### config.mk
export PLATFORM = sky130hd
export DESIGN_NAME = cluster_ldst_split
export DESIGN_NICKNAME = d
export VERILOG_FILES = /design/src/rtl/cluster_ldst_split_pkg.sv /design/src/rtl/cluster_ldst_fork.sv /design/src/rtl/cluster_ldst_split.sv
export SDC_FILE = /design/constraint.sdc
export NUM_CORES = 1
export LEC_CHECK = 0
export CAP_MARGIN = 20
export CORE_AREA = 2 2 692 694
export DETAILED_ROUTE_END_ITERATION = 8
export DIE_AREA = 0 0 694 696
export DONT_BUFFER_PORTS = 1
export SYNTH_ARGS = -nofsm -noshare
export SYNTH_HDL_FRONTEND = slang
export SYNTH_HIERARCHICAL = 1
export SYNTH_SLANG_ARGS = --single-unit
export TNS_END_PERCENT = 1
### constraint.sdc
create_clock -name clk_i -period 13.1 [get_ports clk_i]
set_input_delay 2.62 -clock clk_i [delete_from_list [all_inputs] [get_ports clk_i]]
set_output_delay 2.62 -clock clk_i [all_outputs]
set_load 0.01 [all_outputs]
### src/rtl/cluster_ldst_split_pkg.sv
// Shared configuration, AXI channel/bundle types and helpers for the
// wide-to-narrow cluster load/store splitter.
package cluster_ldst_split_pkg;

    localparam int unsigned CfgNrClusters          = 4;
    localparam int unsigned CfgAxiDataWidth        = 256;
    localparam int unsigned CfgClusterAxiDataWidth = CfgAxiDataWidth / CfgNrClusters;
    localparam int unsigned AddrWidth              = 32;
    localparam int unsigned IdWidth                = 4;
    localparam int unsigned UserWidth              = 2;

    typedef enum logic [1:0] {
        RespOkay   = 2'd0,
        RespExOkay = 2'd1,
        RespSlvErr = 2'd2,
        RespDecErr = 2'd3
    } axi_resp_e;

    typedef struct packed {
        logic [IdWidth-1:0]   id;
        logic [AddrWidth-1:0] addr;
        logic [7:0]           len;
        logic [2:0]           size;
        logic [1:0]           burst;
        logic [UserWidth-1:0] user;
    } ax_chan_t;

    typedef struct packed {
        logic [CfgAxiDataWidth-1:0]   data;
        logic [CfgAxiDataWidth/8-1:0] strb;
        logic                         last;
        logic [UserWidth-1:0]         user;
    } wide_w_t;

    typedef struct packed {
        logic [CfgClusterAxiDataWidth-1:0]   data;
        logic [CfgClusterAxiDataWidth/8-1:0] strb;
        logic                                last;
        logic [UserWidth-1:0]                user;
    } narrow_w_t;

    typedef struct packed {
        logic [IdWidth-1:0]         id;
        logic [CfgAxiDataWidth-1:0] data;
        logic [1:0]                 resp;
        logic                       last;
        logic [UserWidth-1:0]       user;
    } wide_r_t;

    typedef struct packed {
        logic [IdWidth-1:0]                id;
        logic [CfgClusterAxiDataWidth-1:0] data;
        logic [1:0]                        resp;
        logic                              last;
        logic [UserWidth-1:0]              user;
    } narrow_r_t;

    typedef struct packed {
        logic [IdWidth-1:0]   id;
        logic [1:0]           resp;
        logic [UserWidth-1:0] user;
    } b_chan_t;

    typedef struct packed {
        ax_chan_t aw;
        logic     aw_valid;
        wide_w_t  w;
        logic     w_valid;
        logic     b_ready;
        ax_chan_t ar;
        logic     ar_valid;
        logic     r_ready;
    } wide_req_t;

    typedef struct packed {
        logic    aw_ready;
        logic    ar_ready;
        logic    w_ready;
        b_chan_t b;
        logic    b_valid;
        wide_r_t r;
        logic    r_valid;
    } wide_resp_t;

    typedef struct packed {
        ax_chan_t  aw;
        logic      aw_valid;
        narrow_w_t w;
        logic      w_valid;
        logic      b_ready;
        ax_chan_t  ar;
        logic      ar_valid;
        logic      r_ready;
    } narrow_req_t;

    typedef struct packed {
        logic      aw_ready;
        logic      ar_ready;
        logic      w_ready;
        b_chan_t   b;
        logic      b_valid;
        narrow_r_t r;
        logic      r_valid;
    } narrow_resp_t;

    // AXI response codes are ordered by severity, so the worst one is the largest.
    function automatic logic [1:0] resp_max(input logic [1:0] a, input logic [1:0] b);
        return (a > b) ? a : b;
    endfunction

endpackage

### src/rtl/cluster_ldst_fork.sv
// Valid/ready fork: one upstream handshake completes only once every
// downstream port has accepted; sent bits stop re-offering to early acceptors.
module cluster_ldst_fork #(
    parameter int unsigned NrPorts = 4
) (
    input  logic               clk_i,
    input  logic               rst_i,
    input  logic               valid_i,
    output logic               ready_o,
    output logic [NrPorts-1:0] valid_o,
    input  logic [NrPorts-1:0] ready_i
);

    logic [NrPorts-1:0] sent_q, sent_d;

    always_comb begin
        valid_o = {NrPorts{valid_i}} & ~sent_q;
        ready_o = &(sent_q | ready_i);
        sent_d  = sent_q | (valid_o & ready_i);
        if (valid_i && ready_o) begin
            sent_d = '0;
        end
    end

    always_ff @(posedge clk_i) begin
        if (rst_i) begin
            sent_q <= '0;
        end else begin
            sent_q <= sent_d;
        end
    end

endmodule

### src/rtl/cluster_ldst_split.sv
// Splits one wide AXI port into NrClusters narrow lane-group ports:
// AW/AR fork, W slicing, R gathering and B joining.
module cluster_ldst_split
    import cluster_ldst_split_pkg::*;
#(
    parameter int unsigned NrClusters          = CfgNrClusters,
    parameter int unsigned AxiDataWidth        = CfgAxiDataWidth,
    parameter int unsigned ClusterAxiDataWidth = CfgClusterAxiDataWidth,
    parameter type axi_req_t                   = wide_req_t,
    parameter type axi_resp_t                  = wide_resp_t,
    parameter type cluster_axi_req_t           = narrow_req_t,
    parameter type cluster_axi_resp_t          = narrow_resp_t
) (
    input  logic              clk_i,
    input  logic              rst_i,
    input  axi_req_t          axi_req_i,
    output axi_resp_t         axi_resp_o,
    output cluster_axi_req_t  cluster_axi_req_o [NrClusters],
    input  cluster_axi_resp_t cluster_axi_resp_i [NrClusters]
);

    localparam int unsigned SizeShift = $clog2(NrClusters);
    localparam int unsigned WideSize  = $clog2(AxiDataWidth / 8);
    localparam int unsigned CStrb     = ClusterAxiDataWidth / 8;

    if (NrClusters * ClusterAxiDataWidth != AxiDataWidth) begin : g_bad_width
        $error("cluster_ldst_split: NrClusters*ClusterAxiDataWidth must equal AxiDataWidth");
    end
    if (NrClusters < 2 || (1 << SizeShift) != NrClusters) begin : g_bad_count
        $error("cluster_ldst_split: NrClusters must be a power of two >= 2");
    end
    if (WideSize != $clog2(CStrb) + SizeShift) begin : g_bad_size
        $error("cluster_ldst_split: narrow beat size does not rescale from the wide size");
    end

    logic [NrClusters-1:0] aw_valid, aw_ready, ar_valid, ar_ready;
    logic [NrClusters-1:0] c_w_ready, c_r_valid, c_r_ready, c_b_valid, c_b_ready;
    logic [NrClusters-1:0] w_pop, r_last;
    logic [NrClusters-1:0] w_full_q, w_full_d, r_full_q, r_full_d, b_full_q, b_full_d;
    logic                  aw_ready_up, ar_ready_up, w_ready_up;
    logic                  r_valid_up, r_hs, b_valid_up, b_hs;
    logic                  unused_bits;
    narrow_w_t             w_buf_q [NrClusters];
    narrow_w_t             w_buf_d [NrClusters];
    narrow_r_t             r_buf_q [NrClusters];
    narrow_r_t             r_buf_d [NrClusters];
    b_chan_t               b_buf_q [NrClusters];
    b_chan_t               b_buf_d [NrClusters];

    cluster_ldst_fork #(.NrPorts(NrClusters)) i_aw_fork (
        .clk_i   (clk_i),
        .rst_i   (rst_i),
        .valid_i (axi_req_i.aw_valid),
        .ready_o (aw_ready_up),
        .valid_o (aw_valid),
        .ready_i (aw_ready)
    );

    cluster_ldst_fork #(.NrPorts(NrClusters)) i_ar_fork (
        .clk_i   (clk_i),
        .rst_i   (rst_i),
        .valid_i (axi_req_i.ar_valid),
        .ready_o (ar_ready_up),
        .valid_o (ar_valid),
        .ready_i (ar_ready)
    );

    always_comb begin
        aw_ready  = '0;
        ar_ready  = '0;
        c_w_ready = '0;
        c_r_valid = '0;
        c_b_valid = '0;
        for (int i = 0; i < NrClusters; i++) begin
            aw_ready[i]  = cluster_axi_resp_i[i].aw_ready;
            ar_ready[i]  = cluster_axi_resp_i[i].ar_ready;
            c_w_ready[i] = cluster_axi_resp_i[i].w_ready;
            c_r_valid[i] = cluster_axi_resp_i[i].r_valid;
            c_b_valid[i] = cluster_axi_resp_i[i].b_valid;
        end
    end

    // A wide W beat is accepted only when every slice buffer can take its part.
    always_comb begin
        w_pop      = w_full_q & c_w_ready;
        w_ready_up = &(~w_full_q | w_pop);
        w_full_d   = w_full_q & ~w_pop;
        w_buf_d    = w_buf_q;
        if (axi_req_i.w_valid && w_ready_up) begin
            w_full_d = '1;
            for (int i = 0; i < NrClusters; i++) begin
                w_buf_d[i].data = axi_req_i.w.data[i*ClusterAxiDataWidth +: ClusterAxiDataWidth];
                w_buf_d[i].strb = axi_req_i.w.strb[i*CStrb +: CStrb];
                w_buf_d[i].last = axi_req_i.w.last;
                w_buf_d[i].user = axi_req_i.w.user;
            end
        end
    end

    always_comb begin
        r_valid_up = &r_full_q;
        r_hs       = r_valid_up & axi_req_i.r_ready;
        c_r_ready  = ~r_full_q | {NrClusters{r_hs}};
        r_full_d   = r_hs ? '0 : r_full_q;
        r_buf_d    = r_buf_q;
        b_valid_up = &b_full_q;
        b_hs       = b_valid_up & axi_req_i.b_ready;
        c_b_ready  = ~b_full_q | {NrClusters{b_hs}};
        b_full_d   = b_hs ? '0 : b_full_q;
        b_buf_d    = b_buf_q;
        for (int i = 0; i < NrClusters; i++) begin
            if (c_r_valid[i] && c_r_ready[i]) begin
                r_full_d[i] = 1'b1;
                r_buf_d[i]  = cluster_axi_resp_i[i].r;
            end
            if (c_b_valid[i] && c_b_ready[i]) begin
                b_full_d[i] = 1'b1;
                b_buf_d[i]  = cluster_axi_resp_i[i].b;
            end
        end
    end

    always_comb begin
        axi_resp_o          = '0;
        axi_resp_o.aw_ready = aw_ready_up;
        axi_resp_o.ar_ready = ar_ready_up;
        axi_resp_o.w_ready  = w_ready_up;
        axi_resp_o.r_valid  = r_valid_up;
        axi_resp_o.r.id     = r_buf_q[0].id;
        axi_resp_o.r.user   = r_buf_q[0].user;
        axi_resp_o.r.resp   = RespOkay;
        axi_resp_o.b_valid  = b_valid_up;
        axi_resp_o.b.id     = b_buf_q[0].id;
        axi_resp_o.b.user   = b_buf_q[0].user;
        axi_resp_o.b.resp   = RespOkay;
        r_last              = '0;
        unused_bits         = 1'b0;
        for (int i = 0; i < NrClusters; i++) begin
            r_last[i] = r_buf_q[i].last;
            axi_resp_o.r.data[i*ClusterAxiDataWidth +: ClusterAxiDataWidth] = r_buf_q[i].data;
            axi_resp_o.r.resp = resp_max(axi_resp_o.r.resp, r_buf_q[i].resp);
            axi_resp_o.b.resp = resp_max(axi_resp_o.b.resp, b_buf_q[i].resp);
            unused_bits = unused_bits ^ (^{r_buf_q[i].id, r_buf_q[i].user,
                                           b_buf_q[i].id, b_buf_q[i].user});

            cluster_axi_req_o[i]          = '0;
            cluster_axi_req_o[i].aw       = axi_req_i.aw;
            cluster_axi_req_o[i].aw.size  = axi_req_i.aw.size - 3'(SizeShift);
            cluster_axi_req_o[i].aw.addr  = axi_req_i.aw.addr >> SizeShift;
            cluster_axi_req_o[i].aw_valid = aw_valid[i];
            cluster_axi_req_o[i].ar       = axi_req_i.ar;
            cluster_axi_req_o[i].ar.size  = axi_req_i.ar.size - 3'(SizeShift);
            cluster_axi_req_o[i].ar.addr  = axi_req_i.ar.addr >> SizeShift;
            cluster_axi_req_o[i].ar_valid = ar_valid[i];
            cluster_axi_req_o[i].w        = w_buf_q[i];
            cluster_axi_req_o[i].w_valid  = w_full_q[i];
            cluster_axi_req_o[i].r_ready  = c_r_ready[i];
            cluster_axi_req_o[i].b_ready  = c_b_ready[i];
        end
        axi_resp_o.r.last = &r_last;
    end

    always_ff @(posedge clk_i) begin
        if (rst_i) begin
            w_full_q <= '0;
            r_full_q <= '0;
            b_full_q <= '0;
        end else begin
            w_full_q <= w_full_d;
            r_full_q <= r_full_d;
            b_full_q <= b_full_d;
        end
    end

    // Payload registers need no reset; the full bits qualify them.
    always_ff @(posedge clk_i) begin
        w_buf_q <= w_buf_d;
        r_buf_q <= r_buf_d;
        b_buf_q <= b_buf_d;
    end

    // Clusters disagreeing on RLAST means the burst lengths diverged.
    always_ff @(posedge clk_i) begin
        if (!rst_i && r_valid_up) begin
            assert (&r_last || ~|r_last);
        end
    end

endmodule

Yosys cells after proc, flatten, opt, wreduce, memory -nomap -nowiden
Cells that the tools add are included.

Add/sub/neg operators: 2. Order comparisons: 8. Mux-type cells: 19. Bitwise gates (word level): 21. Reductions and logical operators: 27.

Operator list (number): $or 4x4->4 (7); $and 4x4->4 (6); $not 4->4 (6); $reduce_and 4->1 (6); $mux 2 (8); $reduce_bool 2->1 (8); $gt 2x2->1 (6); $mux 4 (3); $logic_and 1x1->1 (11); $mux 1 (8); $sub 3x2->3 const B (2); $gt 1x2->1 const A (2); $reduce_or 2->1 (2); $and 1x1->1 (2).

Register bits after elaboration: 599. Bits of input ports: 744. Output and inout port bits: 1006. Word-level logic and storage cells: 118.

Depth between registers and ports, before layout
Depth in word-level cells: 8. Depth in mapped cells: 11. Depth with buffers taken out: 11.

Modules after synthesis
The synthesis kept the hierarchy.

By module, submodules not included: cluster_ldst_split (instances 1, cells each 1393, area an instance 23506.3 sq um, sequential area each 17626.9 sq um); cluster_ldst_fork (instances 2, cells each 20, area an instance 200.2 sq um, sequential area each 80.1 sq um).

Worst setup path after synthesis
No wires, ideal clock.

Path kind: input to register. From: in cluster_axi_resp_i[341] (netlist bit). To: reg w_buf_q, in the netlist cluster_axi_req_o[100], enable pin. Setup time: 0.513 ns. Arrival: 6.148 ns. Data required time: 12.587 ns. Path slack: 6.439 ns. Cell stages on the path: 4. Buffers on the path: 0. Cell sequence: nand2b_1 > and4_1 > nand2_1 > inv_2.

Longest elaborated chain between the ends: 4.

Ends and longest elaborated chain: start, declared (RTL line cluster_ldst_split.sv:19) `input cluster_axi_resp_t cluster_axi_resp_i [NrClusters]`; $and 4x4->4 (RTL line cluster_ldst_split.sv:85) `w_pop = w_full_q & c_w_ready;`; $or 4x4->4 (RTL line cluster_ldst_split.sv:86) `w_ready_up = &(~w_full_q | w_pop);`; $reduce_and 4->1 (RTL line cluster_ldst_split.sv:86); via w_ready_up (RTL line cluster_ldst_split.sv:40) `logic aw_ready_up, ar_ready_up, w_ready_up;`; $logic_and 1x1->1 (RTL line cluster_ldst_split.sv:89) `if (axi_req_i.w_valid && w_ready_up) begin`; end signal, assigned (RTL line cluster_ldst_split.sv:177) `w_buf_q <= w_buf_d;`; end, declared (RTL line cluster_ldst_split.sv:43) `narrow_w_t w_buf_q [NrClusters];`.

The timed path passes the listed nets, and every way through them passes these cells. A chain may end at the register's enable or synchronous reset.

==> results.py <==
metrics = {
    "layout": {
        "final_common_cell": "edfxtp_1",
        "fin_nets": 1625,
        "design_area_mm2": 0.0305,
        "fillers": 55100,
        "drive_above_1_share": 0.197,
        "most-common-layout-cells": "edfxtp_1 (579), clkbuf_16 (94), inv_1 (24), a21oi_1 (24), dfxtp_1 (20)",
        "syn_to_final_growth_pct": 27.7,
    },
    "critical_path": {
        "path_max_fanout": 3,
        "cp-end-kind": "primary output",
        "path_class": "input pin to primary output",
        "crit_path_cell_trace": "xnor2_2 > buf_16",
        "crit_path_max_incr_delay_ns": 0.83,
        "crit_family": "XOR/XNOR gates",
        "crit_buf_inv": 1,
        "start_kind": "input pin",
        "cp.required_ns": 10.48,
        "crit_slowest_cell": "xnor2_2",
        "worstPathArrival_ns": 3.70,
    },
    "sta": {
        "hold_viol": 0,
        "maxSlewViolCount": 0,
        "slew-limit-headroom": 0.263,
        "tightest_slew_ns": 1.10,
        "fin_skew_ns": 0.0572,
        "fin_setup_tns_ns": 0,
        "fin_crit_ns": 6.32,
        "finalCritPeriodShare": 0.482,
        "rsz0062_at_grt": "false",
        "max_freq_mhz": 158,
        "setup_viol": 0,
    },
    "die": {
        "start_util": 0.0502,
        "die_y_um": 696,
        "fp.dieW_um": 694,
        "io_pins": 1750,
        "coreArea_mm2": 0.476,
        "die_area_mm2": 0.483,
        "row_count": 254,
    },
    "route": {
        "first_iter_violations": 1182,
        "final_antenna_net_count": 0,
        "drt-pass1-iter-count": 5,
        "drt_wl_total_mm": 336,
        "wl_per_cell_um": 45.3,
        "vias": 12500,
        "drc": 0,
        "viasPerCell": 1.69,
    },
    "clock_network": {
        "post_cts_buffers": 0,
        "clock_path_buffers": 4,
        "numCtsBuffers": 93,
        "htreeDepth": 3,
        "ctsRootBufferMaster": "clkbuf_16",
        "clkLatencyLatePin_ns": 0.85,
        "cts.sinks": 599,
        "hold_buffers": 0,
        "cts_tree": "done",
        "cts_resized": 0,
        "clk_pin_slew_ns": 0.06,
    },
    "worst_hold_path": {
        "min_path_type": "flip-flop to flip-flop",
    },
    "yosys": {
        "syn_avg_cell_area_um2": 16.7,
        "yosysTopAreaCell": "edfxtp_1",
        "synth_top_area_frac": 0.727,
        "ys.warnings.count": 6,
        "synthFlopType": "edfxtp_1",
        "synth_seq_cells": 599,
        "synth-async-reset-ratio": 0,
        "ys_types": 29,
        "seq_area_frac_synth": 0.744,
        "synth_edf_count": 579,
        "netlist_area_mm2": 0.0239,
        "ys_top_cells_by_area": "edfxtp_1 (73%), buf_4 (22%), dfxtp_1 (1.7%)",
        "syn_inst": 1433,
    },
    "power": {
        "ir_worst_vdd_mv": 0.0924,
        "p_per_area_mw_per_mm2": 180,
        "power_leakage_nw": 7.82,
    },
    "grt": {
        "grt_pass1_vias": 9931,
        "grt_max_degree": 115,
        "track_usage": 0.133,
        "grt_pass1_wl_mm": 358,
        "antenna_found_initial": 504,
        "gr-total-overflow": 0,
    },
    "place": {
        "place_area_mm2": 0.0268,
        "gp_congestion": 0.869,
        "io_buffers": 0,
        "dp_hpwl_mm": 308,
    },
    "job": {
        "maxCapViolations": 0,
    },
    "outcome": {
        "run_status": "complete, no violations",
    },
}
report_power, final:
part           leakage (nW)  switching (mW)  internal [mW]  total [mW]
Clock                  1.53            1.14           1.58        2.72
Combinational         0.605           0.130         0.0228       0.153
Sequential             5.68           0.348           2.28        2.62
Total                  7.82            1.62           3.88        5.50
cell type report:
class / count / area [µm²] / share of cell area
sequential: 599 / 17800 / 0.582
antenna: 209 / 523 / 0.0171
multi-input combinational: 135 / 940 / 0.0308
tap: 6272 / 7850 / 0.257
inverter: 25 / 101 / 0.00332
timing repair buffer: 11 / 135 / 0.00442
clock buffer: 100 / 2380 / 0.0781
clock inverter: 68 / 822 / 0.0269
registers in the layout, indices dropped and copies added (netlist names):
name / count
b_buf_q: 8
b_full_q: 4
r_buf_q: 12
i_aw_fork/sent_q: 4
cluster_axi_req_o: 291
i_ar_fork/sent_q: 4
r_full_q: 4
w_full_q: 4
axi_resp_o: 268
path summary, 6_finish.rpt:
| path | to | startpoint | depth (start not counted) | slack, ns |
|---|---|---|---|---|
| setup / recovery | cluster_axi_req_o[8] | axi_req_i[8] | 2 | 6.78 |
| hold / removal | i_aw_fork/sent_q[1] | i_aw_fork/sent_q[1] | 2 | 0.54 |
| setup reg to reg | cluster_axi_req_o[442] | w_full_q[3] | 5 | 9.17 |
| hold reg to reg | i_aw_fork/sent_q[1] | i_aw_fork/sent_q[1] | 2 | 0.54 |
logic make-up (layout without fill, tap and decap cells):
| kind of cell | after synthesis | count (layout) | share of synthesized area |
|---|---|---|---|
| fa+ha+maj | 16 | 16 | 0.00837 |
| other cells | 1 | 225 | 0.000157 |
| compound gates | 42 | 42 | 0.0119 |
| xor+xnor | 2 | 2 | 0.000733 |
| mux | 2 | 2 | 0.000837 |
| flops | 599 | 599 | 0.744 |
| simple gates | 57 | 57 | 0.0136 |
| buf+inv | 714 | 204 | 0.220 |
per-stage QoR:
step	std cells	utilization	worst slack, ns	hold WS (ns)	power (mW)
floorplan	1448	-	6.44	0.494	2.68
global placement	7042	0.0563	6.72	0.510	2.86
detailed placement	7042	0.0563	6.72	0.532	2.86
CTS	7210	0.0630	6.72	0.539	5.68
global route	7300	0.0635	6.70	0.567	5.72
finish	7419	0.0641	6.78	0.538	5.50
synth_stat cells (all sizes together) (4+ instances only):
cell type and number:
buf 688, nand2b 5, and4 4, o22a 4
ha 16, and2 10, a21oi 24, dfxtp 20
nand2 9, nand4 8, nor2b 7, inv 25
nor2 10, a311oi 8, edfxtp 579
layer usage:
metal  global-route usage  up-vias  wire, µm
li1                     -     3509         -
met1                0.121     5516    104000
met2                0.200     2244    142000
met3                0.146      933     77700
met4               0.0288      336     10000
met5              0.00230        -      2440
(Power assumes the default switching activity.)
